===== config.mk =====
export PLATFORM = sky130hd
export DESIGN_NAME = vram_arb
export DESIGN_NICKNAME = d
export VERILOG_FILES = /design/src/rtl/vram_arb.sv
export SDC_FILE = /design/constraint.sdc
export NUM_CORES = 1
export LEC_CHECK = 0
export CAP_MARGIN = 20
export CELL_PAD_IN_SITES_DETAIL_PLACEMENT = 1
export CELL_PAD_IN_SITES_GLOBAL_PLACEMENT = 2
export CORE_MARGIN = 5
export CORE_UTILIZATION = 25
export CTS_CLUSTER_SIZE = 30
export DETAILED_ROUTE_END_ITERATION = 16
export HOLD_SLACK_MARGIN = 0.1
export PLACE_DENSITY = 0.9
export SETUP_SLACK_MARGIN = 0.1
export SLEW_MARGIN = 0
export SYNTH_ARGS = -nofsm -noshare
export SYNTH_HDL_FRONTEND = slang
export SYNTH_SLANG_ARGS = --single-unit

===== constraint.sdc =====
create_clock -name clk -period 3 [get_ports clk]
set_input_delay 0.3 -clock clk [delete_from_list [all_inputs] [get_ports clk]]
set_output_delay 0.3 -clock clk [all_outputs]
set_load 0.01 [all_outputs]

===== src/rtl/vram_arb.sv =====
// vram_arb: single-port VRAM arbiter (64K x 16) shared by video scan-out
// fetch and host register access.
//
// Video fetch has absolute priority and is never stalled. A host access is
// captured into a one-entry pending buffer on host_ack and issued on the
// first cycle without a video request. Read data returns the cycle after
// issue and is routed by a one-cycle return tag to the requester that
// issued the read.
//
// Ports:
//   clk, reset_n                     clock, asynchronous active-low reset
//   vid_sel, vid_addr                video read request (always granted)
//   vid_data, vid_valid              video read return, one cycle after vid_sel
//   host_req/wr/addr/wdata           host request, held until host_ack
//   host_ack                         request captured into the pending buffer
//   host_rdata, host_rvalid          host read return (rdata holds last value)
//   host_busy                        pending buffer full or host read in flight
//   host_starved                     sticky starvation flag, cleared by host_ack
//   vram_sel/wr_en/addr/wdata/rdata  VRAM port
module vram_arb #(
  parameter int unsigned STARVE_LIMIT = 255,
  parameter int unsigned WAIT_W       = 16
) (
  input  logic        clk,
  input  logic        reset_n,
  input  logic        vid_sel,
  input  logic [15:0] vid_addr,
  output logic [15:0] vid_data,
  output logic        vid_valid,
  input  logic        host_req,
  input  logic        host_wr,
  input  logic [15:0] host_addr,
  input  logic [15:0] host_wdata,
  output logic        host_ack,
  output logic [15:0] host_rdata,
  output logic        host_rvalid,
  output logic        host_busy,
  output logic        host_starved,
  output logic        vram_sel,
  output logic        vram_wr_en,
  output logic [15:0] vram_addr,
  output logic [15:0] vram_wdata,
  input  logic [15:0] vram_rdata
);

  typedef enum logic [1:0] {
    ST_IDLE   = 2'b00,
    ST_PEND   = 2'b01,
    ST_RDWAIT = 2'b10
  } state_t;

  localparam logic [1:0]      TAG_NONE    = 2'b00;
  localparam logic [1:0]      TAG_VID     = 2'b01;
  localparam logic [1:0]      TAG_HOST    = 2'b10;
  localparam logic [WAIT_W:0] STARVE_LIM  = (WAIT_W + 1)'(STARVE_LIMIT);

  logic [1:0]        rst_sync_r;
  logic              rst_sync_n_s;
  state_t            state_r;
  logic              pend_wr_r;
  logic [15:0]       pend_addr_r;
  logic [15:0]       pend_wdata_r;
  logic [1:0]        tag_r;
  logic [WAIT_W-1:0] wait_cnt_r;
  logic              starved_r;
  logic [15:0]       host_rdata_r;

  logic              host_issue_s;
  logic              host_blocked_s;
  logic [WAIT_W:0]   wait_inc_s;
  logic              starve_hit_s;

  // Reset synchronizer: assertion propagates immediately, release is aligned to clk.
  always_ff @(posedge clk or negedge reset_n) begin
    if (!reset_n) begin
      rst_sync_r <= 2'b00;
    end else begin
      rst_sync_r <= {rst_sync_r[0], 1'b1};
    end
  end

  assign rst_sync_n_s = rst_sync_r[1];

  assign host_issue_s   = (state_r == ST_PEND) && !vid_sel;
  assign host_blocked_s = (state_r == ST_PEND) && vid_sel;
  assign wait_inc_s     = {1'b0, wait_cnt_r} + {{WAIT_W{1'b0}}, 1'b1};
  // Flag starvation during the blocked cycle that brings the wait to the limit.
  assign starve_hit_s   = host_blocked_s && (wait_inc_s >= STARVE_LIM);

  assign host_ack     = (state_r == ST_IDLE) && host_req;
  assign host_busy    = (state_r != ST_IDLE);
  assign host_starved = starved_r || starve_hit_s;
  assign vid_valid    = (tag_r == TAG_VID);
  assign vid_data     = vid_valid ? vram_rdata : 16'h0000;
  assign host_rvalid  = (tag_r == TAG_HOST);
  assign host_rdata   = host_rvalid ? vram_rdata : host_rdata_r;

  // VRAM port arbitration: video first, then the pending host access.
  always_comb begin
    vram_sel   = 1'b0;
    vram_wr_en = 1'b0;
    vram_addr  = 16'h0000;
    vram_wdata = pend_wdata_r;
    if (vid_sel) begin
      vram_sel  = 1'b1;
      vram_addr = vid_addr;
    end else if (host_issue_s) begin
      vram_sel   = 1'b1;
      vram_wr_en = pend_wr_r;
      vram_addr  = pend_addr_r;
    end else begin
      vram_sel   = 1'b0;
      vram_wr_en = 1'b0;
    end
  end

  // Host FSM, pending buffer and read-return tag.
  always_ff @(posedge clk or negedge rst_sync_n_s) begin
    if (!rst_sync_n_s) begin
      state_r      <= ST_IDLE;
      pend_wr_r    <= 1'b0;
      pend_addr_r  <= 16'h0000;
      pend_wdata_r <= 16'h0000;
      tag_r        <= TAG_NONE;
      host_rdata_r <= 16'h0000;
    end else begin
      case (state_r)
        ST_IDLE: begin
          if (host_req) begin
            pend_wr_r    <= host_wr;
            pend_addr_r  <= host_addr;
            pend_wdata_r <= host_wdata;
            state_r      <= ST_PEND;
          end else begin
            state_r <= ST_IDLE;
          end
        end
        ST_PEND: begin
          if (!vid_sel) begin
            state_r <= pend_wr_r ? ST_IDLE : ST_RDWAIT;
          end else begin
            state_r <= ST_PEND;
          end
        end
        ST_RDWAIT: begin
          state_r <= ST_IDLE;
        end
        default: begin
          state_r <= ST_IDLE;
        end
      endcase

      if (vid_sel) begin
        tag_r <= TAG_VID;
      end else if (host_issue_s && !pend_wr_r) begin
        tag_r <= TAG_HOST;
      end else begin
        tag_r <= TAG_NONE;
      end

      if (host_rvalid) begin
        host_rdata_r <= vram_rdata;
      end else begin
        host_rdata_r <= host_rdata_r;
      end
    end
  end

  // Saturating host wait counter and sticky starvation flag.
  always_ff @(posedge clk or negedge rst_sync_n_s) begin
    if (!rst_sync_n_s) begin
      wait_cnt_r <= {WAIT_W{1'b0}};
      starved_r  <= 1'b0;
    end else begin
      if (host_ack) begin
        wait_cnt_r <= {WAIT_W{1'b0}};
      end else if (host_blocked_s && !(&wait_cnt_r)) begin
        wait_cnt_r <= wait_inc_s[WAIT_W-1:0];
      end else begin
        wait_cnt_r <= wait_cnt_r;
      end

      if (host_ack) begin
        starved_r <= 1'b0;
      end else if (starve_hit_s) begin
        starved_r <= 1'b1;
      end else begin
        starved_r <= starved_r;
      end
    end
  end

endmodule


## Yosys cells after proc, flatten, opt, wreduce, memory -nomap -nowiden

Cells that the tools add are included.

- Flip-flop bits (word level): 72
- Input bits: 69
- Output and inout bits: 71
- Logic and storage cells: 48

- Add/subtract/negate cells: 1
- Magnitude comparators: 1
- Equality and inequality tests: 3
- Mux-type cells: 18
- Reductions and logical operators: 16

Operators with widths:

| operator | number |
|---|---|
| $mux 16 | 6 |
| $add 16x1->17 const B | 1 |
| $ge 17x8->1 const B | 1 |
| $reduce_and 16->1 | 1 |
| $mux 2 | 4 |
| $mux 1 | 7 |
| $logic_and 1x1->1 | 6 |
| $reduce_bool 2->1 | 3 |
| $eq 2x1->1 const B | 2 |
| $pmux 2 s2 | 1 |
| $logic_not 1->1 | 3 |
| $eq 2x2->1 const B | 1 |
| $logic_not 2->1 | 1 |
| $reduce_and 2->1 | 1 |
| $logic_or 1x1->1 | 1 |

## Logic depth before layout (Yosys ltp)

Gate-level depths: netlist (run 1).

- Depth after elaboration: 5
- Gate-level depth with buffers: 8
- Mapped depth without buffers: 7

## Worst setup path after synthesis (run 1)

OpenSTA, ideal clock, no wires.

- Path type: register to output
- Start: register wait_cnt_r[0]
- End: output host_starved
- Arrival: 1.740 ns
- Required time: 2.700 ns
- Path slack: 0.960 ns
- Stages on the path, launching flop included: 7
- Path buffers: 0
- Path through: dfrtp_1 ha_1 nand3_4 nor3_2 mux2i_1 nor4_1 a21oi_1

- Word-level cells in the longest chain between the ends: 4

RTL lines:

| item | line | text |
|---|---|---|
| start, declared | 64 | `logic [WAIT_W-1:0] wait_cnt_r;` |
| start signal, assigned | 172 | `wait_cnt_r <= {WAIT_W{1'b0}};` |
| start signal, assigned | 176 | `wait_cnt_r <= {WAIT_W{1'b0}};` |
| start signal, assigned | 178 | `wait_cnt_r <= wait_inc_s[WAIT_W-1:0];` |
| $add 16x1->17 | 86 | `assign wait_inc_s = {1'b0, wait_cnt_r} + {{WAIT_W{1'b0}}, 1'b1};` |
| $ge 17x8->1 | 88 | `assign starve_hit_s = host_blocked_s && (wait_inc_s >= STARVE_LIM);` |
| $logic_and 1x1->1 | 88 |  |
| $logic_or 1x1->1 | 92 | `assign host_starved = starved_r \|\| starve_hit_s;` |
| end, declared | 38 | `output logic host_starved,` |

No other way between the ends.

## Worst setup path in the final report (run 1)

Same ends and word-level chain as after synthesis.

==> results.txt, run 1 <==
----------------------------------------------------
[Clock network]
  Deepest clock path buffer count ... 2
  Clock transition at the register clock pins on the worst setup and hold paths after CTS ... 0.06 ns
  Clk root buf ... sky130_fd_sc_hd__clkbuf_16
  Clock Sink Count ... 72
  Clock latency at the later pin of the worst-skew pair ... 0.34 ns
  Number of hold-repair buffers added at the cts stage ... 0
  H-tree level count ... 3
  Inserted Clock Buffers ... 9
  CTS tree ... built

[Timing]
  Final total negative setup slack ... 0 ns
  Final Hold Viols ... 0
  Highest attainable clock frequency ... 404.0 MHz
  Smallest setup slack after layout ... 0.5247 ns
  Final setup violation count ... 0
  Final Slew Violations ... 0
  Slew margin rel. ... 59.93%
  Ratio of final minimum period to clock period ... 82.51%
  Minimum clock period ... 2.475 ns
  Transition at the pin with the smallest max-transition slack ... 0.5955 ns
  Worst clock skew ... 0.005457 ns
  Setup repair after global routing missed its margin ... no

[Critical path]
  Highest fanout seen on the critical path ... 9
  Type of destination of the critical path ... primary output
  Slowest stage delay, CP ... 0.45 ns
  Worst Path Class, Setup ... flop to primary output
  Cell type of the slowest stage on the worst timing path ... sky130_fd_sc_hd__dfrtp_2
  Signal arrival time at the worst endpoint ... 2.18 ns
  Critical path required time ... 2.70 ns
  Critical path launch point type ... flop
  Crit path cell chain ... ha_4, nand3_4, nor4_4, xor2_1, nor4_2, a21oi_1, dlymetal6s2s_1

[Place]
  Setup slack at placement ... 0.2929 ns
  Weighted congestion reported at the end of routability-driven placement ... 0.7753
  Post-detail-place hpwl ... 8.128 mm
  Placed cells ... 668
  Number of buffers inserted by port buffering ... 139

[Die]
  Width of the die ... 128.4 um
  Core Box Area ... 0.01383 sq mm
  Starting Density ... 25.35%
  Area enclosed by the die boundary ... 0.01649 sq mm
  Number of primary I/O pins ... 140
  Standard-cell rows ... 43
  Y dimension of the die ... 128.4 um

[Synthesis]
  Post-synthesis average cell area ... 9.655 sq um
  Gate Count Post-Synth ... 363
  Number of enable-type register cells in the synthesized netlist ... 0
  Synth cell types ... 45
  Part of the Yosys area used for sequential elements ... 51.41%
  Synth Warn # ... 0
  Post-synth top flop ... sky130_fd_sc_hd__dfrtp_1
  Number of nets in the synthesized netlist ... 434
  Post-synth design cell area ... 0.003505 sq mm
  Synth Register Bits ... 72
  Async S/R FF share, synth ... 100.0%

[Detailed routing]
  Number of violations reported at the end of detailed-routing iteration 0 ... 77
  Overall via count from detail_route ... 3183
  Remaining number of nets flagged by the antenna check after routing ... 0
  DRC violation count after routing ... 0
  Vias per cell ... 4.640
  Routed length per instance ... 16.24 um
  First-pass detailed-route iteration total ... 4
  Overall routed net length ... 11.14 mm

[Pwr]
  Areal power density over the cells ... 779.9 mW/mm^2
  Static leakage ... 2.364 nW
  Overall Power ... 4.259 mW
  Worst-case vdd ir drop ... 0.0003683 V

[Cells and area]
  Area occupied by multi-input gates ... 0.001623 sq mm
  Filler cell count in the final layout ... 1542
  Seq. cell area ... 0.001809 sq mm
  Finished Core Util ... 39.50%
  Nets ... 573
  Share of post-route cells with drive strength above 1 ... 12.85%
  Synthesis-to-finish area growth ... 55.84%
  Antenna diode instance count ... 0
  Count of placed standard cells in the final layout, fillers left out ... 686

[Run status]
  Result of the run ... completed

[Global route]
  Largest net degree at the start of global routing ... 56
  Number of antenna violations at the first check in global routing ... 0
  Global-route wire length before repair ... 18.11 mm
  Via count of the first global-routing pass ... 3528
  Remaining global-route overflow ... 0
  GRT Resource Usage Total ... 13.69%

[Min path]
  Worst min-delay path class ... input pin to async pin

[Flow run]
  Count of maximum capacitance violations ... 0

----------------------------------------------------
## path summary, 6_finish.rpt
path	start	end	slack (ns)	cells after the start
worst max-delay path	wait_cnt_r[0]	host_starved	0.52	7
worst min-delay path	reset_n	rst_sync_r[0]	0.13	1
worst max register to register	wait_cnt_r[0]	wait_cnt_r[13]	0.82	8
worst min register to register	rst_sync_r[1]	pend_addr_r[15]	0.19	0
max in group asynchronous	rst_sync_r[1]	wait_cnt_r[11]	2.17	1
min in group clk	rst_sync_r[0]	rst_sync_r[1]	0.35	0
## layout by cell type, fill, tap and decap left out, types with 8 or more instances in the layout
| master | Yosys | routed |
|---|---|---|
| sky130_fd_sc_hd__a22o_1 | 18 | 18 |
| sky130_fd_sc_hd__and2_1 | 18 | 18 |
| sky130_fd_sc_hd__buf_4 | 0 | 11 |
| sky130_fd_sc_hd__clkbuf_16 | 0 | 9 |
| sky130_fd_sc_hd__clkdlybuf4s50_1 | 0 | 138 |
| sky130_fd_sc_hd__dfrtp_1 | 72 | 66 |
| sky130_fd_sc_hd__mux2_2 | 17 | 17 |
| sky130_fd_sc_hd__mux2i_1 | 13 | 13 |
| sky130_fd_sc_hd__nand2_1 | 110 | 110 |
| sky130_fd_sc_hd__nand3_1 | 10 | 10 |
| sky130_fd_sc_hd__nor2_1 | 8 | 8 |
## synth_stat cells, drive strengths merged (2+ instances only)
cell type,number,area (sq um)
a21oi,4,20.02
a22o,18,157.7
a31oi,3,18.77
and2,18,112.6
and3,2,12.51
buf,5,30.02
clkbuf,18,67.56
dfrtp,72,1802
ha,2,25.02
inv,6,22.52
mux2,19,221.5
mux2i,13,130.1
nand2,110,412.9
nand3,11,67.57
nand4,6,37.54
nor2,8,30.03
nor2b,6,37.54
nor3,3,20.02
nor4,6,52.55
o21ai,7,35.03
or2,3,18.77
or3,3,18.77
xnor2,2,17.52
xor2,3,26.28
## layer usage
metal	GRT usage [%]	wire [um]
met1	15.54	4479
met4	3.745	123
met2	24.15	5661
met3	5.106	877
met5	0	0
## per-stage QoR
stage	hold WS (ns)	instance area, sq um
global placement	0.2023	5111
detailed placement	0.2086	5111
global route	0.1205	5461
floorplan	0.004409	3505
finish	0.1282	5461
CTS	0.1118	5425
## where the power goes
part | switching [mW] | total [mW] | internal, mW
sequential | 0.205 | 1.54 | 1.33
combinational | 0.780 | 1.70 | 0.921
clock | 0.419 | 1.02 | 0.601
## registers in the layout (all words and copies together) (netlist names)
name and count:
pend_addr_r 16, pend_wr_r 1, vram_wdata 16, state_r 2
starved_r 1, host_rdata_r 16, wait_cnt_r 16, rst_sync_r 2
tag_r 2
## cells by family after synthesis
kind of cell	count (synthesis)	share of synthesized area (%)
AOI/OAI and AO/OA	43	9.140
xor gates and xnor gates	5	1.250
adders and majority gates	2	0.7139
buffers and inverters	30	3.534
DFF	72	51.41
muxes	32	10.03
other	1	0.1070
and+or+nand+nor	178	23.81
## timing repair
action,CTS,global route
gates cloned,0,0
pin swaps,1,2
endpoints found under the setup margin,1,1
gates resized for setup,6,7
buffers inserted,0,3
## critical path: cells and delay by family, from the launching register on
family	cells	cell delay (ns)
and+or+nand+nor	3	0.77
DFF	1	0.45
adders and majority gates	1	0.19
buffers and inverters	1	0.19
xor gates and xnor gates	1	0.12
AOI/OAI and AO/OA	1	0.11
## cell type report
class / instances / area share [%]
multi-input combinational: 261 / 29.71
tap: 180 / 4.124
sequential: 72 / 33.13
clock buffer: 11 / 4.628
timing repair buffer: 151 / 27.40
inverter: 7 / 0.4811
clock inverter: 4 / 0.5269
Power figures use the tool's default switching activity.
==> inputs of run 2 (changes only) <==
Clock period 3 ns to 2.6 ns, I/O delays scaled along.
==> results.txt, run 2 (same netlist as run 1, synthesis figures left out) <==
----------------------------------------------------
[Critical path]
  Critical path required time ... 2.34 ns
  Slack of the worst reg-to-reg path ... 0.32 ns
  Signal arrival time at the worst endpoint ... 2.09 ns
  Worst Path Class, Setup ... flop to primary output
  Cell depth of the worst flop-to-flop path ... 8
  Critical path launch point type ... flop
  Capturing instance or port of the critical path ... vram_addr[15]
  Type of destination of the critical path ... primary output
  R2r endpoint ... wait_cnt_r[6]
  Highest fanout seen on the critical path ... 19
  Reg-to-Reg Start ... wait_cnt_r[0]
  Origin of the worst setup path ... state_r[1]

[Die]
  Width of the die ... 128.4 um
  Area enclosed by the die boundary ... 0.01649 sq mm
  Standard-cell rows ... 43
  Core Box Area ... 0.01383 sq mm
  Starting Density ... 25.35%
  Y dimension of the die ... 128.4 um
  Number of primary I/O pins ... 140

[Pwr]
  Static leakage ... 2.418 nW
  Areal power density over the cells ... 903.2 mW/mm^2
  Worst-case vdd ir drop ... 0.0003306 V

[Timing]
  Worst clock skew ... 0.005194 ns
  Slew margin rel. ... 57.13%
  Ratio of final minimum period to clock period ... 90.42%
  Hold_ws ... 0.2281 ns
  Highest attainable clock frequency ... 425.4 MHz
  Final Slew Violations ... 0
  Setup repair after global routing missed its margin ... no
  Final Hold Viols ... 0
  Minimum clock period ... 2.351 ns
  Final setup violation count ... 0
  Transition at the pin with the smallest max-transition slack ... 0.6372 ns
  Final total negative setup slack ... 0 ns

[Detailed routing]
  Routed length per instance ... 16.20 um
  First-pass detailed-route iteration total ... 4
  Vias per cell ... 4.635
  Number of violations reported at the end of detailed-routing iteration 0 ... 99
  Overall via count from detail_route ... 3226
  DRC violation count after routing ... 0
  Overall routed net length ... 11.28 mm
  Remaining number of nets flagged by the antenna check after routing ... 0

[Global route]
  Number of antenna violations at the first check in global routing ... 0
  Global-route wire length before repair ... 18.18 mm
  Via count of the first global-routing pass ... 3555
  Fraction of met1 tracks used by global routing ... 15.72%
  Remaining global-route overflow ... 0
  Met3 Use GR ... 4.483%
  GRT Resource Usage Total ... 13.87%
  GRT met2 Usage ... 24.24%
  Largest net degree at the start of global routing ... 46
  Highest-utilization routing layer at the global route stage ... met2

[Cells and area]
  Antenna diode instance count ... 0
  Highest-count cells in the layout ignoring fill and taps ... sky130_fd_sc_hd__clkdlybuf4s50_1, sky130_fd_sc_hd__nand2_1, sky130_fd_sc_hd__dfrtp_1
  Nets ... 582
  Cell area after layout ... 0.005560 sq mm
  Synthesis-to-finish area growth ... 58.66%
  Finished Core Util ... 40.21%
  Filler cell count in the final layout ... 1573
  Most frequent standard cell in the layout excluding fill and tap cells ... sky130_fd_sc_hd__clkdlybuf4s50_1
  Share of post-route cells with drive strength above 1 ... 14.53%

[Clock network]
  Clock Sink Count ... 72
  CTS tree ... built
  H-tree level count ... 3
  Clock transition at the register clock pins on the worst setup and hold paths after CTS ... 0.06 ns
  Clock latency at the later pin of the worst-skew pair ... 0.34 ns
  Clk root buf ... sky130_fd_sc_hd__clkbuf_16
  Deepest clock path buffer count ... 2
  Inserted Clock Buffers ... 9

[Place]
  Dpl cell area ... 0.005166 sq mm
  Number of buffers inserted by port buffering ... 139
  Weighted congestion reported at the end of routability-driven placement ... 0.8591
  Post-detail-place hpwl ... 8.441 mm

[Flow run]
  Count of maximum capacitance violations ... 0

[Run status]
  Result of the run ... completed

[Min path]
  Worst min-delay path class ... flop to async pin

----------------------------------------------------
-- run 2: cell count changes in the layout (fill, tap and decap cells not counted), sizes merged --
cell / before / now
buf: 12 / 21
clkinv: 2 / 5
clkinvlp: 2 / 0
bufinv: 0 / 1
clkbuf: 11 / 10
dlygate4sd3: 0 / 1
dlymetal6s2s: 1 / 0
-- run 2: worst min-delay path by stage --
stage,from,endpoint,slack (ns),cells past startpoint
after global placement,rst_sync_r[0],rst_sync_r[1],0.34,0
after floorplan,reset_n,rst_sync_r[0],-0.04,0
after detailed placement,rst_sync_r[0],rst_sync_r[1],0.34,0
final,rst_sync_r[1],vram_wdata[1],0.23,0
after global routing,rst_sync_r[1],vram_wdata[1],0.28,0
after CTS,rst_sync_r[0],rst_sync_r[1],0.36,0
-- run 2: cell type report --
type / count / area [sq um] / area share [%]
Clock buffer: 10 / 239.0 / 4.298
Tap cell: 180 / 225.2 / 4.050
Multi-Input combinational cell: 261 / 1632 / 29.34
Timing Repair Buffer: 160 / 1563 / 28.11
Inverter: 7 / 26.28 / 0.4725
Sequential cell: 72 / 1809 / 32.54
Clock inverter: 6 / 66.31 / 1.193
-- run 2: through the flow --
stage	cells	setup WS (ns)	power, mW
6_report	696	0.2490	5.022
5_1_grt	696	0.1061	5.367
4_1_cts	695	0.1033	5.126
3_5_place_dp	677	0.05973	3.814
3_3_place_gp	677	0.1312	3.732
2_1_floorplan	363	0.4465	2.669
-- run 2: power breakdown --
group | switching, mW | leakage [nW] | total [mW] | internal, mW
Clock | 0.483 | 0.153 | 1.25 | 0.771
Sequential | 0.218 | 0.901 | 1.75 | 1.54
Combinational | 0.922 | 1.36 | 2.01 | 1.09
-- run 2: critical path, cell delays in order, from the launching register on --
cell                              delay, ns
sky130_fd_sc_hd__dfrtp_1               0.37
sky130_fd_sc_hd__nor2b_1               0.22
sky130_fd_sc_hd__nor2b_1               0.17
sky130_fd_sc_hd__buf_4                 0.26
sky130_fd_sc_hd__a22o_1                0.17
sky130_fd_sc_hd__clkdlybuf4s50_1       0.56
-- run 2: timing repair --
action | 4_1_cts | 5_1_grt
pin swaps | 2 | 2
gates resized for setup | 13 | 4
endpoints found under the hold margin | 2 | 0
buffers inserted | 1 | 0
hold buffers | 1 | 0
setup endpoints to repair | 1 | 1
-- run 2: routing by layer --
layer,up-vias,wire (um)
met5,-,0
met4,0,218
met1,1581,4572
li1,1525,-
met3,16,836
met2,104,5647
